**src/rtl/button_event_bank.sv**
```systemverilog
// button_event_bank: synchronises and debounces a bank of raw push buttons.
// Each channel yields a stable level, single-cycle press/release pulses and
// optional hold-to-repeat press pulses. A priority encoder reports the
// lowest-numbered pressing channel so the game loop can take one move per cycle.
module button_event_bank #(
   parameter int                    CHANNELS        = 6,
   parameter int                    DEBOUNCE_CYCLES = 500000,
   parameter int                    REPEAT_DELAY    = 25000000,
   parameter int                    REPEAT_RATE     = 5000000,
   parameter logic [CHANNELS-1:0]   REPEAT_MASK     = {CHANNELS{1'b0}},
   localparam int                   CODE_W          = (CHANNELS > 1) ? $clog2(CHANNELS) : 1
) (
   input  logic                clk,
   input  logic                rst_n,
   input  logic [CHANNELS-1:0] btn_in,
   output logic [CHANNELS-1:0] level,
   output logic [CHANNELS-1:0] press,
   // Named release_o because "release" is a reserved SystemVerilog keyword.
   output logic [CHANNELS-1:0] release_o,
   output logic                event_valid,
   output logic [CODE_W-1:0]   event_code
);

   localparam int DB_W     = $clog2(DEBOUNCE_CYCLES + 1);
   localparam int HOLD_MAX = (REPEAT_DELAY > REPEAT_RATE) ? REPEAT_DELAY : REPEAT_RATE;
   localparam int HOLD_W   = $clog2(HOLD_MAX + 1);

   localparam logic [DB_W-1:0]   DB_LAST    = DB_W'(DEBOUNCE_CYCLES - 1);
   localparam logic [DB_W-1:0]   DB_ONE     = DB_W'(1);
   localparam logic [HOLD_W-1:0] DELAY_LAST = HOLD_W'(REPEAT_DELAY - 1);
   localparam logic [HOLD_W-1:0] RATE_LAST  = HOLD_W'(REPEAT_RATE - 1);
   localparam logic [HOLD_W-1:0] HOLD_ONE   = HOLD_W'(1);

   // Two-flop synchroniser stages.
   logic [CHANNELS-1:0] sync1_q;
   logic [CHANNELS-1:0] sync2_q;

   // Debounced level and registered edge pulses.
   logic [CHANNELS-1:0] level_q, level_d;
   logic [CHANNELS-1:0] press_q, press_d;
   logic [CHANNELS-1:0] release_q, release_d;

   // Per-channel debounce and hold-to-repeat state. rate_phase is set once the
   // first (longer) repeat delay has elapsed.
   logic [DB_W-1:0]     db_cnt_q   [CHANNELS];
   logic [DB_W-1:0]     db_cnt_d   [CHANNELS];
   logic [HOLD_W-1:0]   hold_cnt_q [CHANNELS];
   logic [HOLD_W-1:0]   hold_cnt_d [CHANNELS];
   logic [CHANNELS-1:0] rate_phase_q, rate_phase_d;

   // Bring the asynchronous button levels into the clk domain.
   always_ff @(posedge clk or negedge rst_n) begin
      if (!rst_n) begin
         sync1_q <= '0;
         sync2_q <= '0;
      end else begin
         // NOTE: clocked state uses non-blocking assignments so every flop
         // samples pre-edge values regardless of statement order.
         sync1_q <= btn_in;
         sync2_q <= sync1_q;
      end
   end

   // Next-state for debounce, edge detection and hold-to-repeat per channel.
   always_comb begin
      // NOTE: every combinational output gets a default before any branch so
      // no path leaves a signal unassigned and infers a latch.
      level_d      = level_q;
      press_d      = '0;
      release_d    = '0;
      rate_phase_d = '0;
      for (int i = 0; i < CHANNELS; i++) begin
         db_cnt_d[i]   = '0;
         hold_cnt_d[i] = '0;

         // Count consecutive mismatching cycles; any matching cycle restarts.
         if (sync2_q[i] != level_q[i]) begin
            if (db_cnt_q[i] == DB_LAST) begin
               level_d[i] = ~level_q[i];
            end else begin
               db_cnt_d[i] = db_cnt_q[i] + DB_ONE;
            end
         end

         // Hold timing only runs while the level stays high across the edge:
         // the press edge and the release edge both leave it cleared, which
         // also keeps a repeat from ever landing on a release cycle.
         if (REPEAT_MASK[i] && level_q[i] && level_d[i]) begin
            if (hold_cnt_q[i] == (rate_phase_q[i] ? RATE_LAST : DELAY_LAST)) begin
               press_d[i]      = 1'b1;
               rate_phase_d[i] = 1'b1;
            end else begin
               hold_cnt_d[i]   = hold_cnt_q[i] + HOLD_ONE;
               rate_phase_d[i] = rate_phase_q[i];
            end
         end

         if (level_d[i] && !level_q[i]) begin
            press_d[i] = 1'b1;
         end
         if (!level_d[i] && level_q[i]) begin
            release_d[i] = 1'b1;
         end
      end
   end

   // Register debounced state, pulses and counters.
   always_ff @(posedge clk or negedge rst_n) begin
      if (!rst_n) begin
         level_q      <= '0;
         press_q      <= '0;
         release_q    <= '0;
         rate_phase_q <= '0;
         // NOTE: the counter arrays are ordinary flops, not RAM, and must be
         // reset so a mid-debounce or mid-hold reset aborts pending changes.
         for (int i = 0; i < CHANNELS; i++) begin
            db_cnt_q[i]   <= '0;
            hold_cnt_q[i] <= '0;
         end
      end else begin
         level_q      <= level_d;
         press_q      <= press_d;
         release_q    <= release_d;
         rate_phase_q <= rate_phase_d;
         db_cnt_q     <= db_cnt_d;
         hold_cnt_q   <= hold_cnt_d;
      end
   end

   // Priority encoder: lowest-numbered asserted press bit wins.
   always_comb begin
      event_code = '0;
      for (int i = CHANNELS - 1; i >= 0; i--) begin
         if (press_q[i]) begin
            event_code = i[CODE_W-1:0];
         end
      end
   end

   assign event_valid = |press_q;
   assign level       = level_q;
   assign press       = press_q;
   assign release_o   = release_q;

endmodule

```
**config.mk**
```make
export PLATFORM = sky130hd
export DESIGN_NAME = button_event_bank
export DESIGN_NICKNAME = d
export VERILOG_FILES = /design/src/rtl/button_event_bank.sv
export SDC_FILE = /design/constraint.sdc
export NUM_CORES = 1
export LEC_CHECK = 0
export BUFFER_PORTS_ARGS = -buffer_cell sky130_fd_sc_hd__buf_4
export CORE_MARGIN = 1.5
export CORE_UTILIZATION = 45
export DETAILED_ROUTE_END_ITERATION = 16
export SLEW_MARGIN = 20
export SYNTH_ARGS = -nofsm -noshare
export SYNTH_HDL_FRONTEND = slang
export SYNTH_SLANG_ARGS = --single-unit
```
**constraint.sdc**
```tcl
create_clock -name clk -period 2.2 [get_ports clk]
set_input_delay 0 -clock clk [delete_from_list [all_inputs] [get_ports clk]]
set_output_delay 0 -clock clk [all_outputs]
set_load 0.02 [all_outputs]
```
==> flow_metrics.env, run 1 <==
export IMPL_fmax_mhz=485
export IMPL_firstDrtPassIters=5
export IMPL_relSlewSlack_pct=65.0
export IMPL_synth_top_family_by_area="simple AND/OR/NAND/NOR gates"
export IMPL_slew_violations=0
export IMPL_num_antenna_cells=0
export IMPL_synth_simple_gate_area_share_pct=26.5
export IMPL_detail_route_iter0_violations=294
export IMPL_min_delay_path_class="in2async"
export IMPL_core_mm2=0.0145
export IMPL_p_clk_share_pct=49.5
export IMPL_finalHoldViolCount=0
export IMPL_finalPower_w=0.00576
export IMPL_r2r_slack_ns=0.14
export IMPL_cp_start_kind="register"
export IMPL_synth_adder_area_share_pct=1.12
export IMPL_async_reset_ff_share_pct=100
export IMPL_clock_sinks=144
export IMPL_cts_buffers=17
export IMPL_cp_end_kind="register"
export IMPL_grt_util_met2_pct=28.0
export IMPL_tightest_slew_ns=0.525
export IMPL_period_minus_slack_ns=2.06
export IMPL_cts_setup_buffers=0
export IMPL_hpwlAfterDp_mm=8.77
export IMPL_wirelength_mm=12.9
export IMPL_grt_max_degree=64
export IMPL_cp_max_fo=5
export IMPL_p_seq_share_pct=47.4
export IMPL_cpPeakStageDelay_ns=0.57
export IMPL_grt_use_met3_pct=4.75
export IMPL_vias=4922
export IMPL_final_nets=723
export IMPL_crit_path_top_delay_cell="or3_2"
export IMPL_worst_endpoint_required_ns=2.54
export IMPL_synth_area_leader_cell="dfrtp_1"
export IMPL_ys_ff_latch=144
export IMPL_multi_input_area_mm2=0.00299
export IMPL_rsz0062_at_grt="no"
export IMPL_synth_compound_area_share_pct=4.71
export IMPL_muxShareOfSynthArea_pct=1.16
export IMPL_finClkSkew_ns=0.00703
export IMPL_fin_crit_sh_pct=93.7
export IMPL_path_clk_slew_ns=0.06
export IMPL_synth_area_leaders="dfrtp_1 (54%), xnor2_1 (5.9%), nor2_1 (5.5%)"
export IMPL_netlist_area_leader_share_pct=53.7
export IMPL_worstReg2RegEnd="db_cnt_q[111]"
export IMPL_viasPerCell=5.43
export IMPL_reg2reg_depth=5
export IMPL_synth_yosys_seq_area_share_pct=53.7
export IMPL_final_seq_area_mm2=0.00360
export IMPL_drc=0
export IMPL_synth_xor_area_share_pct=11.0
export IMPL_area_growth_pct=17.1
export IMPL_grt_pass1_wl_mm=22.6
export IMPL_grt_overflow=0
export IMPL_clockBufferDepth=2
export IMPL_synth_nets=671
export IMPL_grt_use_met1_pct=23.1
export IMPL_cellLeakagePower_nw=3.23
export IMPL_p_int_w=0.00455
export IMPL_peakVddDrop_mv=0.525
export IMPL_rows=44
export IMPL_synth_edff_count=0
export IMPL_grt_pass1_vias=4825
export IMPL_power_switching_w=0.00121
export IMPL_die_area_mm2=0.0157
export IMPL_yosysMostFrequentCell="dfrtp_1"
export IMPL_maxCapViolations=0
export IMPL_outcome="complete, no violations"
export IMPL_grt_total_usage_pct=17.6
export IMPL_clock_latency_ns=0.42
export IMPL_die_w_um=125
export IMPL_criticalPathCategory="reg2reg"
export IMPL_die_h_um=125
export IMPL_post_drt_wl_per_cell_um=14.2
export IMPL_num_io_pins=30
export IMPL_cts_root_buf="clkbuf_16"
export IMPL_pwr_share_comb_pct=3.1
export IMPL_drtAntennaViolNets=0
export IMPL_ys_warn_count=0
export IMPL_hold_slack_ns=0.119
export IMPL_drive_gt1_share_pct=13.2
export IMPL_htree_levels=4
export IMPL_swShare_pct=20.9
export IMPL_synthDistinctLibCells=41
export IMPL_place_congestion=0.843
export IMPL_antenna_found_initial=0
export IMPL_reg2reg_from="db_cnt_q[95]"
export IMPL_setup_viol=0
export IMPL_p_per_area_mw_per_mm2=732
export IMPL_fin_tns_setup_ns=0
export IMPL_start_util_pct=46.2
export IMPL_syn_cell_area_mm2=0.00671
export IMPL_cts_tree="built"
export IMPL_cp_arrival_ns=2.41
export IMPL_synth_ff_type="dfrtp_1"
export IMPL_fillers=1266
export IMPL_port_buffers=29
export IMPL_ys_top_cells_by_count="dfrtp_1 (144), nor2_1 (99), xnor2_1 (45), nand2_1 (41), xor2_1 (39)"
export IMPL_crit_chain="ha_1 > nand4_1 > or3_2 > or4_1 > a21oi_1"
export IMPL_synthCells=657
export IMPL_busiest_layer="met2"
export IMPL_avgSynthCellArea_um2=10.2
worst max-delay path, delay by kind of cell (launching register included):
family / cells / cell delay (ns)
compound gates: 1 / 0.16
fa+ha+maj: 1 / 0.24
flops: 1 / 0.39
simple gates: 3 / 1.21
cell families after synthesis:
logic type / Yosys count
adders and majority gates: 6
DFF: 144
AOI/OAI and AO/OA: 53
muxes: 7
and+or+nand+nor: 333
xor gates and xnor gates: 84
buffers and inverters: 30
sequential cells by signal, summed over array words and instances, names as in the netlist:
register   flops
sync1_q        6
db_cnt_q     114
level          6
release_o      6
press          6
sync2_q        6
layout make-up:
cell class	instances	area share, %
Sequential cell	144	45.8
Clock inverter	11	1.77
Clock buffer	21	5.73
Inverter	14	0.668
Tap cell	184	2.93
Timing Repair Buffer	49	5.11
Multi-Input combinational cell	483	38.0
cells in the final DEF, fill, tap and decap left out, drive strengths merged, types with 4 or more instances in the layout:
master,count
clkinv,6
dlygate4sd3,7
nor3b,14
or3,21
dfrtp,144
xnor2,45
xor2,39
mux2,6
and4,10
or4,11
o21ai,16
or2,4
and3,8
buf,42
nor4,20
nor2,99
nand3,34
a21oi,23
nand4,34
ha,6
nand2,41
inv,14
o31ai,9
nor4b,6
nor3,21
clkbuf,21
power groups by stage:
stage / logic, W / clock network (W) / registers (W)
after CTS: 0.000186 / 0.00292 / 0.00273
final: 0.000179 / 0.00285 / 0.00273
after floorplan: 0.0000818 / 0 / 0.00276
after detailed placement: 0.000175 / 0 / 0.00277
after global routing: 0.000211 / 0.00304 / 0.00273
after global placement: 0.000171 / 0 / 0.00277
routing by layer:
metal	wire, µm	vias to the layer above	part of all wire (%)
li1	-	2432	-
met1	6060	2362	47
met2	6070	113	47
met3	545	15	4.2
met4	192	0	1.5
met5	0	-	0
metrics by stage:
stage | util, % | std cells | area, µm² | setup slack (ns)
global route | 54.1 | 906 | 7870 | 0.0153
floorplan | - | 657 | 6710 | 0.258
detailed placement | 49.6 | 867 | 7200 | 0.179
finish | 54.1 | 906 | 7870 | 0.138
CTS | 54.1 | 906 | 7860 | 0.146
global placement | 49.6 | 867 | 7200 | 0.237
how the worst max path moves through the flow:
stage	from	endpoint	slack [ns]	cells after the start
global placement	db_cnt_q[95]	db_cnt_q[111]	0.24	5
finish	db_cnt_q[95]	db_cnt_q[111]	0.14	5
detailed placement	db_cnt_q[76]	level[1]	0.18	5
global route	db_cnt_q[95]	db_cnt_q[113]	0.02	5
floorplan	db_cnt_q[57]	db_cnt_q[63]	0.26	7
CTS	db_cnt_q[95]	db_cnt_q[111]	0.15	5
timing repair:
action,in CTS,in global routing
hold endpoints to repair,62,0
hold buffers,7,0
setup endpoints to repair,0,1
resized for setup,0,1
Power figures use the tool's default switching activity.
==> inputs of run 2 (changes only) <==
--- a/config.mk
+++ b/config.mk
@@ -6,8 +6,9 @@
 export NUM_CORES = 1
 export LEC_CHECK = 0
 export BUFFER_PORTS_ARGS = -buffer_cell sky130_fd_sc_hd__buf_4
-export CORE_MARGIN = 1.5
+export CORE_MARGIN = 2
 export CORE_UTILIZATION = 45
+export CTS_CLUSTER_DIAMETER = 150
 export DETAILED_ROUTE_END_ITERATION = 16
 export SLEW_MARGIN = 20
 export SYNTH_ARGS = -nofsm -noshare
==> flow_metrics.env, run 2 (same netlist as run 1, synthesis figures left out) <==
export IMPL_outcome="complete, no violations"
export IMPL_cts_setup_buffers=0
export IMPL_period_minus_slack_ns=2.03
export IMPL_finalNonFillerCells=906
export IMPL_fin_tns_setup_ns=0
export IMPL_hpwlAfterDp_mm=8.89
export IMPL_reg2reg_depth=5
export IMPL_cts_root_buf="clkbuf_16"
export IMPL_rows=44
export IMPL_die_w_um=126
export IMPL_viasPerCell=5.40
export IMPL_core_mm2=0.0145
export IMPL_rsz0062_at_grt="no"
export IMPL_cellLeakagePower_nw=3.24
export IMPL_setup_viol=0
export IMPL_port_buffers=29
export IMPL_criticalPathCategory="reg2reg"
export IMPL_post_drt_wl_per_cell_um=14.1
export IMPL_relSlewSlack_pct=54.7
export IMPL_die_h_um=126
export IMPL_peakVddDrop_mv=0.641
export IMPL_largest_reg_flops=114
export IMPL_p_per_area_mw_per_mm2=736
export IMPL_final_util_pct=54.1
export IMPL_tightest_slew_ns=0.674
export IMPL_cp_start_kind="register"
export IMPL_cts_buffers=17
export IMPL_crit_chain="ha_1 > and4_1 > nand4_1 > or3_1 > mux2_2"
export IMPL_reg2reg_from="db_cnt_q[76]"
export IMPL_top_register="db_cnt_q"
export IMPL_fmax_mhz=494
export IMPL_clockBufferDepth=2
export IMPL_dp_cells=868
export IMPL_cp_max_fo=7
export IMPL_drc=0
export IMPL_cp_arrival_ns=2.33
export IMPL_cpPeakStageDelay_ns=0.46
export IMPL_cp_end_kind="register"
export IMPL_mostFrequentLayoutCells="dfrtp_1 (144), nor2_1 (99), xnor2_1 (45)"
export IMPL_grt_pass1_vias=4841
export IMPL_min_delay_path_class="in2async"
export IMPL_dp_slack_ns=0.169
export IMPL_antenna_found_initial=0
export IMPL_start_util_pct=46.2
export IMPL_htree_levels=4
export IMPL_finalPower_w=0.00579
export IMPL_place_congestion=0.816
export IMPL_grt_pass1_wl_mm=22.3
export IMPL_drtAntennaViolNets=0
export IMPL_fillers=1291
export IMPL_mostFrequentLayoutCell="dfrtp_1"
export IMPL_clock_sinks=144
export IMPL_crit_path_top_delay_cell="or3_1"
export IMPL_finClkSkew_ns=0.00459
export IMPL_worst_endpoint_required_ns=2.50
export IMPL_worstReg2RegEnd="level[1]"
export IMPL_area_growth_pct=17.1
export IMPL_path_clk_slew_ns=0.06
export IMPL_slew_violations=0
export IMPL_die_area_mm2=0.0159
export IMPL_maxCapViolations=0
export IMPL_r2r_slack_ns=0.17
export IMPL_clock_latency_ns=0.42
export IMPL_fin_ws_ns=0.174
export IMPL_detail_route_iter0_violations=229
export IMPL_drive_gt1_share_pct=13.2
export IMPL_final_nets=724
export IMPL_grt_overflow=0
export IMPL_grt_total_usage_pct=17.2
export IMPL_num_io_pins=30
export IMPL_finalHoldViolCount=0
export IMPL_grt_max_degree=65
export IMPL_wirelength_mm=12.8
export IMPL_cts_tree="built"
export IMPL_vias=4888
export IMPL_fin_crit_sh_pct=92.1
export IMPL_num_antenna_cells=0
export IMPL_firstDrtPassIters=4
==> run 2: routing by layer <==
layer	routed length (µm)	track usage [%]	share of wire (%)	up-vias
li1	-	-	-	2438
met3	457	4.76	3.6	13
met1	6030	22.6	47	2372
met5	0	0	0	-
met4	153	6.08	1.2	0
met2	6130	27.5	48	65
==> run 2: what timing repair did <==
action	in CTS	in global routing
endpoints found under the hold margin	65	0
gates resized for setup	0	0
hold buffers	7	0
==> run 2: critical path, delay by kind of cell (launching register included) <==
family,cells,cell delay [ns]
fa+ha+maj,1,0.22
simple gates,3,1.02
mux,1,0.29
flops,1,0.39
==> run 2: worst max path at each step <==
stage | start | end | slack [ns] | cells after the start
after floorplan | db_cnt_q[57] | db_cnt_q[63] | 0.26 | 7
after global placement | db_cnt_q[57] | level[2] | 0.25 | 5
after detailed placement | db_cnt_q[76] | level[1] | 0.17 | 5
after CTS | db_cnt_q[76] | level[1] | 0.17 | 5
after global routing | db_cnt_q[57] | level[2] | 0.02 | 5
final | db_cnt_q[76] | level[1] | 0.17 | 5
==> run 2: cell type report <==
class,count,area [µm²],share of cell area (%)
Inverter,14,52.6,0.668
Clock buffer,21,460,5.85
Clock inverter,10,135,1.72
Multi-Input combinational cell,483,2990,38.0
Sequential cell,144,3600,45.8
Tap cell,184,230,2.93
Timing Repair Buffer,50,397,5.04
==> run 2: power breakdown <==
group / switching, W / total, W / internal (W)
registers: 0.0000390 / 0.00273 / 0.00269
clock network: 0.00105 / 0.00288 / 0.00183
logic: 0.000116 / 0.000179 / 0.0000627
total: 0.00121 / 0.00579 / 0.00458
==> run 2: through the flow <==
stage | hold slack, ns | instance area [µm²]
2_1_floorplan | -0.296 | 6710
3_3_place_gp | 0.0222 | 7200
3_5_place_dp | 0.0254 | 7200
4_1_cts | 0.140 | 7870
5_1_grt | 0.164 | 7870
6_report | 0.112 | 7870
